### config.mk
export PLATFORM = sky130hd
export DESIGN_NAME = serial_code_decoder
export DESIGN_NICKNAME = d
export VERILOG_FILES = /design/src/rtl/serial_code_decoder_pkg.sv /design/src/rtl/serial_code_decoder_rx_sync.sv /design/src/rtl/serial_code_decoder.sv
export SDC_FILE = /design/constraint.sdc
export NUM_CORES = 1
export LEC_CHECK = 0
export ABC_CLOCK_PERIOD_IN_PS = 3600
export CAP_MARGIN = 20
export CORE_ASPECT_RATIO = 0.9
export CORE_MARGIN = 2
export CORE_UTILIZATION = 59
export DETAILED_ROUTE_END_ITERATION = 16
export PLACE_DENSITY = 0.92
export SLEW_MARGIN = 25
export SYNTH_ARGS = -nofsm -noshare
export SYNTH_HDL_FRONTEND = slang
export SYNTH_SLANG_ARGS = --single-unit
export TNS_END_PERCENT = 100
### constraint.sdc
create_clock -name clk -period 3.6 [get_ports clk]
set_clock_uncertainty 0.1 [all_clocks]
set_input_delay 0.9 -clock clk [delete_from_list [all_inputs] [get_ports clk]]
set_output_delay 0.9 -clock clk [all_outputs]
set_load 0.005 [all_outputs]
### src/rtl/serial_code_decoder_pkg.sv
// Shared definitions for the serial code decoder: FSM states, frame layout, line levels.
package serial_code_decoder_pkg;

    typedef enum logic [2:0] {
        ST_IDLE      = 3'd0,
        ST_START     = 3'd1,
        ST_CODE      = 3'd2,
        ST_PARITY    = 3'd3,
        ST_STOP      = 3'd4,
        ST_WAIT_HIGH = 3'd5
    } state_t;

    // Frame bit positions, in transmission order
    localparam int unsigned POS_W = 3;
    localparam logic [POS_W-1:0] POS_START   = 3'd0;
    localparam logic [POS_W-1:0] POS_CODE_HI = 3'd1;
    localparam logic [POS_W-1:0] POS_CODE_LO = 3'd2;
    localparam logic [POS_W-1:0] POS_PARITY  = 3'd3;
    localparam logic [POS_W-1:0] POS_STOP    = 3'd4;

    // Line levels
    localparam logic LVL_IDLE  = 1'b1;
    localparam logic LVL_START = 1'b0;
    localparam logic LVL_STOP  = 1'b1;

    // One-hot decode of a 2-bit code: bit N set for code N
    function automatic logic [3:0] code_onehot(input logic [1:0] code);
        return 4'(4'b0001 << code);
    endfunction

endpackage

### src/rtl/serial_code_decoder_rx_sync.sv
// Two-flop synchronizer for the asynchronous serial line; resets to the idle level.
module rx_sync (
    input  logic clk,
    input  logic rst,
    input  logic i_d,
    output logic o_q
);
    import serial_code_decoder_pkg::*;

    logic r_meta;
    logic r_sync;

    // Double-register the line so downstream logic sees a stable level
    always_ff @(posedge clk) begin
        if (rst) begin
            r_meta <= LVL_IDLE;
            r_sync <= LVL_IDLE;
        end else begin
            r_meta <= i_d;
            r_sync <= r_meta;
        end
    end

    assign o_q = r_sync;

endmodule

### src/rtl/serial_code_decoder.sv
// Decodes start/code[1]/code[0]/even-parity/stop frames into a registered one-hot output.
module serial_code_decoder #(
    parameter int unsigned CLKS_PER_BIT = 4
) (
    input  logic clk,
    input  logic rst,
    input  logic rx,
    output logic out0,
    output logic out1,
    output logic out2,
    output logic out3,
    output logic valid,
    output logic err,
    output logic busy
);
    import serial_code_decoder_pkg::*;

    localparam int unsigned CNT_W = (CLKS_PER_BIT > 1) ? $clog2(CLKS_PER_BIT) : 1;
    localparam logic [CNT_W-1:0] CNT_MID  = CNT_W'(CLKS_PER_BIT / 2 - 1);
    localparam logic [CNT_W-1:0] CNT_LAST = CNT_W'(CLKS_PER_BIT - 1);

    logic             w_rx_s;
    state_t           r_state;
    logic [CNT_W-1:0] r_cnt;
    logic [POS_W-1:0] r_pos;
    logic [1:0]       r_code;
    logic             r_par;
    logic [3:0]       r_out;
    logic             r_valid;
    logic             r_err;
    logic             r_busy;

    rx_sync u_rx_sync (
        .clk (clk),
        .rst (rst),
        .i_d (rx),
        .o_q (w_rx_s)
    );

    // Frame FSM: bit timing counter, sampling, parity/stop checks and registered outputs
    always_ff @(posedge clk) begin
        if (rst) begin
            r_state <= ST_IDLE;
            r_cnt   <= '0;
            r_pos   <= POS_START;
            r_code  <= 2'b00;
            r_par   <= 1'b0;
            r_out   <= 4'b0000;
            r_valid <= 1'b0;
            r_err   <= 1'b0;
            r_busy  <= 1'b0;
        end else begin
            r_valid <= 1'b0;
            r_err   <= 1'b0;
            case (r_state)
                ST_IDLE: begin
                    if (w_rx_s == LVL_START) begin
                        r_state <= ST_START;
                        r_cnt   <= '0;
                        r_pos   <= POS_START;
                        r_busy  <= 1'b1;
                    end
                end
                ST_START: begin
                    // Re-check the line at mid start bit to reject glitches
                    if (r_cnt == CNT_MID) begin
                        r_cnt <= '0;
                        if (w_rx_s == LVL_START) begin
                            r_state <= ST_CODE;
                            r_pos   <= POS_CODE_HI;
                        end else begin
                            r_state <= ST_IDLE;
                            r_busy  <= 1'b0;
                        end
                    end else begin
                        r_cnt <= r_cnt + CNT_W'(1);
                    end
                end
                ST_CODE: begin
                    if (r_cnt == CNT_LAST) begin
                        r_cnt <= '0;
                        if (r_pos == POS_CODE_HI) begin
                            r_code[1] <= w_rx_s;
                            r_pos     <= POS_CODE_LO;
                        end else begin
                            r_code[0] <= w_rx_s;
                            r_pos     <= POS_PARITY;
                            r_state   <= ST_PARITY;
                        end
                    end else begin
                        r_cnt <= r_cnt + CNT_W'(1);
                    end
                end
                ST_PARITY: begin
                    if (r_cnt == CNT_LAST) begin
                        r_cnt   <= '0;
                        r_par   <= w_rx_s;
                        r_pos   <= POS_STOP;
                        r_state <= ST_STOP;
                    end else begin
                        r_cnt <= r_cnt + CNT_W'(1);
                    end
                end
                ST_STOP: begin
                    if (r_cnt == CNT_LAST) begin
                        r_cnt <= '0;
                        if (w_rx_s == LVL_STOP) begin
                            if (r_par == (r_code[1] ^ r_code[0])) begin
                                r_out   <= code_onehot(r_code);
                                r_valid <= 1'b1;
                            end else begin
                                r_err <= 1'b1;
                            end
                            r_state <= ST_IDLE;
                            r_busy  <= 1'b0;
                        end else begin
                            // Framing error: wait for the line to return idle before re-arming
                            r_err   <= 1'b1;
                            r_state <= ST_WAIT_HIGH;
                        end
                    end else begin
                        r_cnt <= r_cnt + CNT_W'(1);
                    end
                end
                ST_WAIT_HIGH: begin
                    if (w_rx_s == LVL_IDLE) begin
                        r_state <= ST_IDLE;
                        r_busy  <= 1'b0;
                    end
                end
                default: begin
                    r_state <= ST_IDLE;
                    r_cnt   <= '0;
                    r_busy  <= 1'b0;
                end
            endcase
        end
    end

    assign out0  = r_out[0];
    assign out1  = r_out[1];
    assign out2  = r_out[2];
    assign out3  = r_out[3];
    assign valid = r_valid;
    assign err   = r_err;
    assign busy  = r_busy;

endmodule

# --- Word level (Yosys, flattened, before mapping) ---
# Cells that the tools add are included.
op_classes:
  n_eq_ne: 17
  order_cmp: 0
  n_reduce_logical: 14
  addsub: 1
  div: 0
  n_mux: 27
  multipliers: 0
  n_bitwise: 7
  n_shift: 1
ops:
  columns: ["cell", "count"]
  rows:
  - ["$mux W3", 11]
  - ["$pmux W3 S6", 1]
  - ["$ne A2 B2 Y1 const B", 7]
  - ["$pmux W3 S4", 1]
  - ["$mux W1", 8]
  - ["$mux W2", 4]
  - ["$pmux W2 S4", 1]
  - ["$reduce_and A4 Y1", 2]
  - ["$reduce_and A7 Y1", 1]
  - ["$eq A3 B1 Y1 const B", 2]
  - ["$eq A3 B2 Y1 const B", 2]
  - ["$eq A3 B3 Y1 const B", 2]
  - ["$not A1 Y1", 6]
  - ["$reduce_and A3 Y1", 2]
  - ["$reduce_and A6 Y1", 1]
  - ["$reduce_or A3 Y1", 2]
  - ["$pmux W1 S5", 1]
  - ["$reduce_and A2 Y1", 2]
  - ["$reduce_bool A4 Y1", 1]
  - ["$reduce_or A4 Y1", 1]
  - ["$shl A1 B2 Y4 const A", 1]
  - ["$logic_not A3 Y1", 1]
  - ["$add A2 B1 Y2 const B", 1]
  - ["$eq A2 B1 Y1 const B", 1]
  - ["other kinds (5)", 5]
word_totals:
  n_memories: 0
  mem_bits_ro: 0
  elab_cells: 79
  ff_bits: 20
  latch_bits: 0
  ram_bits: 0

# --- Longest topological paths before layout ---
logic_depth:
  word_depth: 4
  depth_mapped: 6

# --- By module ---
# Synthesis repeated with hierarchy kept, for this count alone.
hier_totals:
  cells_unflattened: 132
  hier_area_um2: 1159.9
by_module_without_submodules:
  columns: ["mod", "seq_area_each_um2", "instances", "cells_each", "area_per_inst_um2"]
  rows:
  - ["serial_code_decoder", 360.3, 1, 128, 1107.3]
  - ["rx_sync", 40.0, 1, 4, 52.6]

# --- Least setup slack after synthesis ---
# No wires, ideal clock.
synth_timing:
  path_kind: "register -> register"
  start: "register r_cnt[0]"
  end: "register r_state[1]"
  path_stages_with_launch: 7
  path_slack_ns: 1.866
  period_less_slack_ns: 1.734
  setup_time_ns: 0.123
  t_arrival_ns: 1.511
  path_cell_list: "dfxtp_1 ha_1 buf_6 nor2b_1 a221o_1 nand3_2 mux2_1"
synth_between:
  elab_chain_cells: 3
  elab_cells_between_ends: 7
  cone_classes: "6 x eq/ne; 1 x reduce/logical"
synth_rtl:
  columns: ["element", "line_no", "rtl"]
  rows:
  - ["from (decl)", "serial_code_decoder.sv:24", "logic [CNT_W-1:0] r_cnt;"]
  - ["from (signal assigned)", "serial_code_decoder.sv:76", "r_cnt <= r_cnt + CNT_W'(1);"]
  - ["from (signal assigned)", "serial_code_decoder.sv:91", "r_cnt <= r_cnt + CNT_W'(1);"]
  - ["from (signal assigned)", "serial_code_decoder.sv:101", "r_cnt <= r_cnt + CNT_W'(1);"]
  - ["$eq A2 B2 Y1 / $eq A2 B1 Y1 (equally long branches)", null, null]
  - ["$ne A2 B2 Y1 (no source line)", null, null]
  - ["$reduce_and A7 Y1 (no source line) (*)", null, null]
  - ["to (signal assigned)", "serial_code_decoder.sv:88", "r_state <= ST_PARITY;"]
  - ["to (signal assigned)", "serial_code_decoder.sv:99", "r_state <= ST_STOP;"]
  - ["to (signal assigned)", "serial_code_decoder.sv:114", "r_state <= ST_IDLE;"]
  - ["to (decl)", "serial_code_decoder.sv:23", "state_t r_state;"]
# Every way passes the cells marked *; elsewhere a longest branch is shown, timed or not.
# A chain may end at the register's enable or synchronous reset.

==> flow_summary.toml <==
[timing]
setup_violations = 0
drv_slew = 0
fmax_mhz = 461
fin_setup_tns_ps = 0
hold_ws_ps = 326
worstMarginPinSlew_ps = 753
min_period_ps = 2170
maxSlewHeadroom = 0.496
rsz0062_at_grt = "false"
hold_viol = 0
period_share = 0.603

[placed_design]
gp_congestion = 0.758
place.port_buffers = 9
hpwlAfterDp_um = 1370
dp.cells = 145

[layout]
synthToLayoutAreaGrowth_pct = 9.49
final_cells = 149
final_layout_size_suffix_gt1_frac = 0.0960
final_nets = 136
antenna_cells = 0
nFillCells = 155

[routing]
via_per_inst = 5.71
drtIter0Drc = 13
drt-wirelength-per-cell_um = 12.9
drt-pass1-iter-count = 4
num_vias = 851
route.detailed.drc = 0
ant_nets = 0
wl_um = 1920

[power_and_ir_drop]
power_density_nw_per_um2 = 469
cellLeakagePower_nw = 0.485
p_total_mw = 0.569
ir_drop_v = 0.000399

[floorplan]
rows = 14
fp.dieW_um = 49.7
dieArea_um2 = 2240
io_pins = 10
die_y_um = 45.1
start_util = 0.645
fp.coreArea_um2 = 1720

[clock_tree]
post_cts_resized = 0
clkLatencyLatePin_ps = 300
ctsRootBufferMaster = "clkbuf_4"
cts_hold_buf = 0
cts.sinks = 20
h-tree-depth = 1
cts_tree = "built"
post-cts-setup-buffers = 0
cts_buffer_depth = 2
clk_transition_reported_paths_ps = 100
numCtsBuffers = 3

[logic_synthesis]
synth_top_area_cell = "dfxtp_1"
synth.distinct_cells = 36
async_reset_ff_frac = 0
ys.flop_type = "dfxtp_1"
ys_seq_area_frac = 0.362
ys_ff_latch = 20
synth_cells = 122
synthesis.nets = 132
synth_top_area_share = 0.362
synth.area.top_cells = "dfxtp_1, ha_1, mux2i_1"
netlist_area_um2 = 1110
synth_area_per_cell_um2 = 9.08
synth_edf_count = 0
yosysWarnings = 0

[global_routing]
grt_max_degree = 24
grt_overflow = 0
grt_pass1_vias = 767
grt_pass1_wl_um = 3330
grt_usage = 0.199
antenna_found_initial = 0

[worst_setup_path]
cp_data_required_time_ps = 3700
start_kind = "input pin"
rr_startpoint = "r_state[2]$_SDFFE_PP0P_"
rr_worst_depth = 4
cpMaxStageDelayCell = "clkdlybuf4s50_1"
slowest_delay_ps = 960
reg2reg_to = "r_state[1]$_SDFFE_PP0P_"
path_max_fanout = 23
cp-endpoint = "r_state[1]$_SDFFE_PP0P_"
cp_cell_sequence = "clkdlybuf4s50_1, nor2b_1, mux2_1"
cp-end-kind = "register"
worstSetupStartpoint = "rst"
cp.arrival_ps = 2270
critPathKind = "in -> reg"
reg2reg_slack_ps = 1740

[min_path]
min_path_type = "reg -> reg"

[run_status]
outcome = "complete, no violations"

[run]
maxCapViolCount = 0
==> critical path, delay by kind of cell <==
kind | cells | cell delay [ps]
buffers and inverters | 1 | 960
muxes | 1 | 300
and+or+nand+nor | 1 | 100
==> how the worst min path moves through the flow <==
stage	start	endpoint	cells past startpoint
after floorplan	u_rx_sync.r_meta$_SDFF_PP1_	u_rx_sync.o_q$_SDFF_PP1_	1
after global placement	u_rx_sync.r_meta$_SDFF_PP1_	u_rx_sync.o_q$_SDFF_PP1_	1
after detailed placement	u_rx_sync.r_meta$_SDFF_PP1_	u_rx_sync.o_q$_SDFF_PP1_	1
after CTS	u_rx_sync.r_meta$_SDFF_PP1_	u_rx_sync.o_q$_SDFF_PP1_	1
after global routing	u_rx_sync.r_meta$_SDFF_PP1_	u_rx_sync.o_q$_SDFF_PP1_	1
final	u_rx_sync.r_meta$_SDFF_PP1_	u_rx_sync.o_q$_SDFF_PP1_	1
==> cells in the mapped netlist (2+ instances only) <==
cell and instances:
ha_1 7, o31ai_1 2, nand2_1 8, a21oi_1 7, nand4b_1 2, nand3_1 3
nor3b_1 3, mux2i_1 7, clkbuf_1 3, o21ai_0 7, and4bb_2 2, nor2b_1 4
o21a_1 2, or2_2 2, buf_2 3, nor2_1 10, buf_6 3, nor4b_1 2
nand2b_1 4, inv_1 5, dfxtp_1 20, nand3_2 2
==> where the power goes <==
group / switching, mW / total (mW) / internal (mW)
sequential: 0.0335 / 0.270 / 0.236
clock: 0.0677 / 0.180 / 0.113
combinational: 0.0578 / 0.119 / 0.0609
total: 0.159 / 0.569 / 0.410
==> per-layer routing <==
layer | vias to the layer above | global-route usage | routed length [µm]
li1 | 433 | - | -
met1 | 398 | 0.255 | 908
met2 | 14 | 0.317 | 906
met3 | 6 | 0.0397 | 55
met4 | 0 | 0.117 | 50
met5 | - | 0 | 0
==> through the flow <==
stage / utilization / cell area (µm²) / setup slack [ps]
finish: 0.706 / 1210 / 1430
detailed placement: 0.676 / 1160 / 1110
global route: 0.706 / 1210 / 1220
CTS: 0.706 / 1210 / 1430
global placement: 0.676 / 1160 / 1150
floorplan: - / 1110 / 1870
==> registers in the layout, indices dropped and copies added, names as in the netlist <==
name	cells
r_code	2
r_state	3
u_rx_sync.o_q	1
valid	1
r_cnt	2
r_out	4
r_pos	3
r_par	1
busy	1
u_rx_sync.r_meta	1
err	1
==> placed cells by master (no fill, tap or decap), drive strengths merged <==
cell,count
and4bb,2
and3b,1
a22oi,1
bufinv,1
mux2i,7
clkdlybuf4s50,9
o41ai,1
nor3b,3
nand3b,1
a221oi,1
ha,7
nor4b,2
a31oi,1
nand2b,4
or2,2
nand2,8
nand4b,2
dfxtp,20
xnor2,1
or3b,1
o21a,2
a21oi,8
inv,5
nor2,10
mux2,1
a211oi,1
o31ai,2
clkbuf,3
nor3,1
nor2b,4
nand3,5
a221o,1
o21ai,7
==> layout make-up <==
| type | instances | area [µm²] | area share |
|---|---|---|---|
| inverters | 5 | 18.8 | 0.0155 |
| clock inverters | 1 | 30.0 | 0.0248 |
| well taps | 24 | 30.0 | 0.0248 |
| multi-input cells | 87 | 621 | 0.512 |
| repair buffers | 9 | 90.1 | 0.0743 |
| clock buffers | 3 | 22.5 | 0.0186 |
| flip-flops and latches | 20 | 400 | 0.330 |
==> logic make-up (layout without fill, tap and decap cells) <==
group	count (synthesis)	count (layout)	synth area share
and+or+nand+nor	46	46	0.251
adders and majority gates	7	7	0.0791
xor gates and xnor gates	1	1	0.00791
buffers and inverters	15	18	0.0780
AOI/OAI and AO/OA	25	25	0.149
muxes	8	8	0.0734
DFF	20	20	0.362
No activity file was read; power rests on OpenSTA's default activity.
==> variant 1 (same settings) <==
Change the package constant `POS_W` from 3 to 6.
--- a/src/rtl/serial_code_decoder_pkg.sv
+++ b/src/rtl/serial_code_decoder_pkg.sv
@@ -12,5 +12,5 @@
 
     // Frame bit positions, in transmission order
-    localparam int unsigned POS_W = 3;
+    localparam int unsigned POS_W = 6;
     localparam logic [POS_W-1:0] POS_START   = 3'd0;
     localparam logic [POS_W-1:0] POS_CODE_HI = 3'd1;
Formal check against the unedited RTL: no difference found for any inputs over 10 cycles, from zero or initial values and one cycle with rst high; that may be too few to reach the edited logic, so the function may still have changed.
==> variant 1 against the original RTL <==
Final cell count is 3.4% higher. Final area is 1.0% higher. Core utilization increased by 0.73 points. Highest routed layer unchanged. Sequential cell count is the same. Sequential share of layout area down 0.34 points. Non-clock buffer count did not move. Setup slack worse by 70 ps. Area after synthesis is 0.34% lower. Global-route usage increased by 3.8 points. Critical path depth is 1 higher. Hold slack gained 7.9 ps. Routed wire length grew 26%.
Power is not compared: it rests on default switching activity, and its combinational part moved more than twofold at a synthesized area within 25%.
==> variant 1: results (changes against the original RTL) <==
* Max-slew headroom at 0.530 (+0.0336)
* Routability cong. at 0.816 (+7.6%)
* Vias in the first global route at 837 (+9.1%)
* First-pass GRT wire length at 3860 um (+16%)
* Starting DRT DRC Count at 35 (+22)
* DP HPWL at 1570 um (+15%)
* Via density at 6.14 (+7.4%)
* RR Startpoint: r_state[1]
* Post-Syn Nets at 136 (+3.0%)
* Largest cells by area after synthesis: dfxtp_1 36%, ha_1 7.9%, a21oi_1 7.3%, mux2i_1 4.5%, o21ai_0 4.1%
* Distinct cells, synth at 38 (+5.6%)
* Met2 Track Usage GR at 0.413 (+0.0960)
* CP Max Fanout at 19 (-17%)
* GR Util met1 at 0.274 (+0.0189)
* CTS Buf Count at 3 (unchanged)
* Antenna fix cells at 0 (unchanged)
* Run status: complete, no violations
* Avg WL per Cell at 15.7 um (+22%)
* Share of post-route cells with drive strength above 1 at 0.108 (+0.0117)
* Post-Place Cell Area at 0.00117 mm^2 (+1.1%)
* Worst reg-to-reg setup slack at 1740 ps (about the same)
* GR Util met3 at 0.0596 (+0.0199)
* Worst path max stage delay at 730 ps (-230 ps)
* Largest net degree at the start of global routing at 25 (+4.2%)
* Async SR Flop Fraction at 0 (unchanged)
* Synth top cells by count: 20 x dfxtp_1, 16 x a21oi_1, 10 x nor2_1
* Dpl ws at 1060 ps (-42.2 ps)
* ANT nets after route at 0 (unchanged)
* Crit path DAT at 2390 ps (+120 ps)
* GRT Total Usage at 0.237 (+0.0376)
* Post-synthesis sequential area ratio at 0.363 (+0.00123)
* Max VDD drop at 0.321 mV
* RR Endpoint: r_code[1]
-- variant 1: cell types whose count changed in the layout (fill, tap and decap cells not counted), sizes merged, moves of 3 or more --
cell / change
a21oi: +8
or2: +3
nor3b: -3
nand3: -3
nand2: -4
-- variant 1: worst max-delay path by stage --
| stage | from | end | slack [ps] | depth (start not counted) |
|---|---|---|---|---|
| after global placement | rst | err | 1130 | 4 |
| after CTS | rst | err | 1370 | 4 |
| final | rst | err | 1360 | 4 |
| after global routing | rst | err | 1300 | 4 |
| after floorplan | rst | err | 1860 | 4 |
| after detailed placement | rst | err | 1060 | 4 |
-- variant 1: area by class of cell --
type,instances,area (um^2),area share
clock inverters,1,30.0,0.0245
flip-flops and latches,20,400,0.327
multi-input cells,91,629,0.514
repair buffers,9,90.1,0.0735
well taps,24,30.0,0.0245
inverters,6,22.5,0.0184
clock buffers,3,22.5,0.0184
-- variant 1: per-stage QoR --
stage                     cells  hold WS, ps  total power [mW]
after floorplan             126          289             0.264
after global placement      150          296             0.274
after detailed placement    150          305             0.276
after CTS                   154          337             0.456
after global routing        154          346             0.474
final                       154          334             0.456
-- variant 1: worst max-delay path: cells and delay by family --
kind	cells	cell delay, ps
compound gates	1	180
simple gates	2	580
buf+inv	1	730
-- variant 1: logic make-up (layout without fill, tap and decap cells) --
kind of cell / count (synthesis) / in the layout / share of synthesized area
AOI/OAI and AO/OA: 35 / 35 / 0.194
xor gates and xnor gates: 1 / 1 / 0.00794
adders and majority gates: 7 / 7 / 0.0794
buffers and inverters: 15 / 19 / 0.0669
DFF: 20 / 20 / 0.363
muxes: 5 / 5 / 0.0454
and+or+nand+nor: 43 / 43 / 0.244
-- variant 1: power groups by stage --
stage | logic [mW] | clock network (mW) | registers, mW
6_report | 0.0372 | 0.183 | 0.236
5_1_grt | 0.0410 | 0.196 | 0.237
4_1_cts | 0.0371 | 0.183 | 0.235
3_5_place_dp | 0.0355 | 0 | 0.241
3_3_place_gp | 0.0337 | 0 | 0.240
2_1_floorplan | 0.0276 | 0 | 0.236
-- variant 1: layer usage --
layer | share of wire | wire length (um)
met1 | 0.41 | 980
met2 | 0.53 | 1270
met3 | 0.040 | 96
met4 | 0.029 | 70
met5 | 0 | 0
==> variant 2 (same flow settings) <==
Made on the original files. Re-encode `state_t` (6 states) as one-hot, 6 bits wide.
--- a/src/rtl/serial_code_decoder_pkg.sv
+++ b/src/rtl/serial_code_decoder_pkg.sv
@@ -2,11 +2,11 @@
 package serial_code_decoder_pkg;
 
-    typedef enum logic [2:0] {
-        ST_IDLE      = 3'd0,
-        ST_START     = 3'd1,
-        ST_CODE      = 3'd2,
-        ST_PARITY    = 3'd3,
-        ST_STOP      = 3'd4,
-        ST_WAIT_HIGH = 3'd5
+    typedef enum logic [5:0] {
+        ST_IDLE      = 6'b000001,
+        ST_START     = 6'b000010,
+        ST_CODE      = 6'b000100,
+        ST_PARITY    = 6'b001000,
+        ST_STOP      = 6'b010000,
+        ST_WAIT_HIGH = 6'b100000
     } state_t;
 
Function: no difference found for any inputs over 10 cycles, from zero or initial values and one cycle with rst high; not proved beyond that.
==> variant 2 against the original RTL <==
Setup slack got worse by 63 ps. Critical endpoint is now out1. Area after synthesis increased by 8.0%. Hold slack gained 9.9 ps. Routed wire length is 31% higher. Sequential cell count grew 3. Final area up 8.6%. Core utilization decreased by 1.9 points. Critical path type is now flop to primary output.
Power is not compared: it rests on default switching activity, and its combinational part moved more than twofold at a synthesized area within 25%.
==> variant 2: results (changes against the original RTL) <==
* Run status: complete, no violations
* Leakage at 0.480 nW
* Starting DRT DRC Count at 15 (+2)
* Clock Path Buffers at 2 (unchanged)
* Largest cells by area after synthesis: dfxtp_1 38%, ha_1 7.3%, mux2i_1 6.7%, nor2_1 4.1%, a21oi_1 3.8%
* Biggest regs: r_state x6, r_out x4, r_pos x3
* Detail Route met3 WL at 157 um (+190%)
* Crit path DAT at 1230 ps (-1040 ps)
* Clock-pin slew on the worst setup and hold paths at 150 ps (+50 ps)
* Share of post-route cells with drive strength above 1 at 0.0942 (-0.00180)
* Main flop type after synthesis: dfxtp_1
* Metal-1 WL at 1110 um (+22%)
* Async SR Flop Fraction at 0 (unchanged)
* Max-slew headroom at 0.488 (-0.00771)
* Largest net degree at the start of global routing at 24 (unchanged)
* DP HPWL at 1860 um (+36%)
* FILL cells at 161 (+3.9%)
* WL met2 at 1180 um (+30%)
* DR pass1 iterations at 4 (unchanged)
* # Post-CTS Setup Buffers at 0 (unchanged)
* HP Class: flop to flop
* First-pass GRT wire length at 4240 um (+28%)
* CTS Buf Count at 3 (unchanged)
* Dpl ws at 1050 ps (-57.4 ps)
* Post-synthesis sequential area ratio at 0.385 (+0.0234)
* Clk Latency, worst-skew pair at 340 ps (+40 ps)
* GRT Total Usage at 0.244 (+0.0452)
* Initial antenna violation count at 0 (unchanged)
* Port bufs at 9 (unchanged)
* Routability cong. at 0.898 (+18%)
* CP Max Fanout at 2 (-91%)
* Number of instances resized during post-cts repair at 0 (unchanged)
* Synth top cells by count: 23 x dfxtp_1, 13 x nor2_1, 9 x a21oi_1, 9 x nand2_1
* Hold path cells at 1 (unchanged)
* Max VDD drop at 0.319 mV
* H-tree depth at 1 (unchanged)
* Yosys warns at 0 (unchanged)
* Worst Reg2Reg Path Length in Cells at 5 (+1)
* Post-Syn Nets at 141 (+6.8%)
* Vias in the first global route at 942 (+23%)
* Nets at 149 (+9.6%)
* Root Buffer: clkbuf_4
* Antenna fix cells at 0 (unchanged)
* Slowest-stage cell, CP: clkdlybuf4s50_1
* Via density at 5.79 (+1.4%)
* CP delay by family, top: buffers and inverters
* Avg WL per Cell at 15.4 um (+20%)
* Worst path max stage delay at 540 ps (-420 ps)
* Distinct cells, synth at 41 (+14%)
* Highest routed layer: met4
-- variant 2: cell count changes in the layout (fill, tap and decap cells not counted), sizes merged, moves of 3 or more --
cell    before  now
nor2        10   14
o21ai        7    4
nor4         0    4
dfxtp       20   23
nand2b       4    1
or3          0    3
inv          5    8
-- variant 2: metrics by stage --
| stage | instances | hold slack [ps] | util | cell area (um^2) |
|---|---|---|---|---|
| after floorplan | 131 | 289 | - | 1200 |
| after global placement | 159 | 302 | 0.672 | 1290 |
| after detailed placement | 159 | 303 | 0.672 | 1290 |
| after CTS | 163 | 340 | 0.688 | 1320 |
| after global routing | 163 | 363 | 0.688 | 1320 |
| final | 163 | 336 | 0.688 | 1320 |
-- variant 2: cell type report --
cell class	instances	share of cell area
clock buffers	3	0.0171
clock inverters	1	0.00570
repair buffers	9	0.0684
flip-flops and latches	23	0.350
inverters	8	0.0228
well taps	25	0.0238
multi-input cells	94	0.512
-- variant 2: worst paths after layout --
path | slack, ps | end | from
max | 1370 | out1 | r_out[1]
min | 340 | u_rx_sync.o_q | u_rx_sync.r_meta
max reg2reg | 1570 | r_state[0] | r_state[0]
min reg2reg | 340 | u_rx_sync.o_q | u_rx_sync.r_meta
-- variant 2: cell families after synthesis --
logic type / Yosys count / share of synthesized area
XOR/XNOR: 3 / 0.0220
buffers and inverters: 14 / 0.0512
AND/OR/NAND/NOR: 55 / 0.292
adder cells (fa/ha/maj): 7 / 0.0732
multiplexers: 8 / 0.0669
flip-flops: 23 / 0.385
AO/OA/AOI/OAI: 21 / 0.110
-- variant 2: where the power goes --
| part | total (mW) | switching [mW] | internal, mW |
|---|---|---|---|
| Sequential | 0.263 | 0.00556 | 0.257 |
| Combinational | 0.0266 | 0.0138 | 0.0128 |
| Clock | 0.132 | 0.0895 | 0.0427 |
-- variant 2: per-layer routing --
layer,vias to the layer above,GRT usage
met5,-,0
met4,0,0.121
met3,7,0.0942
met2,26,0.395
met1,437,0.289
li1,474,-
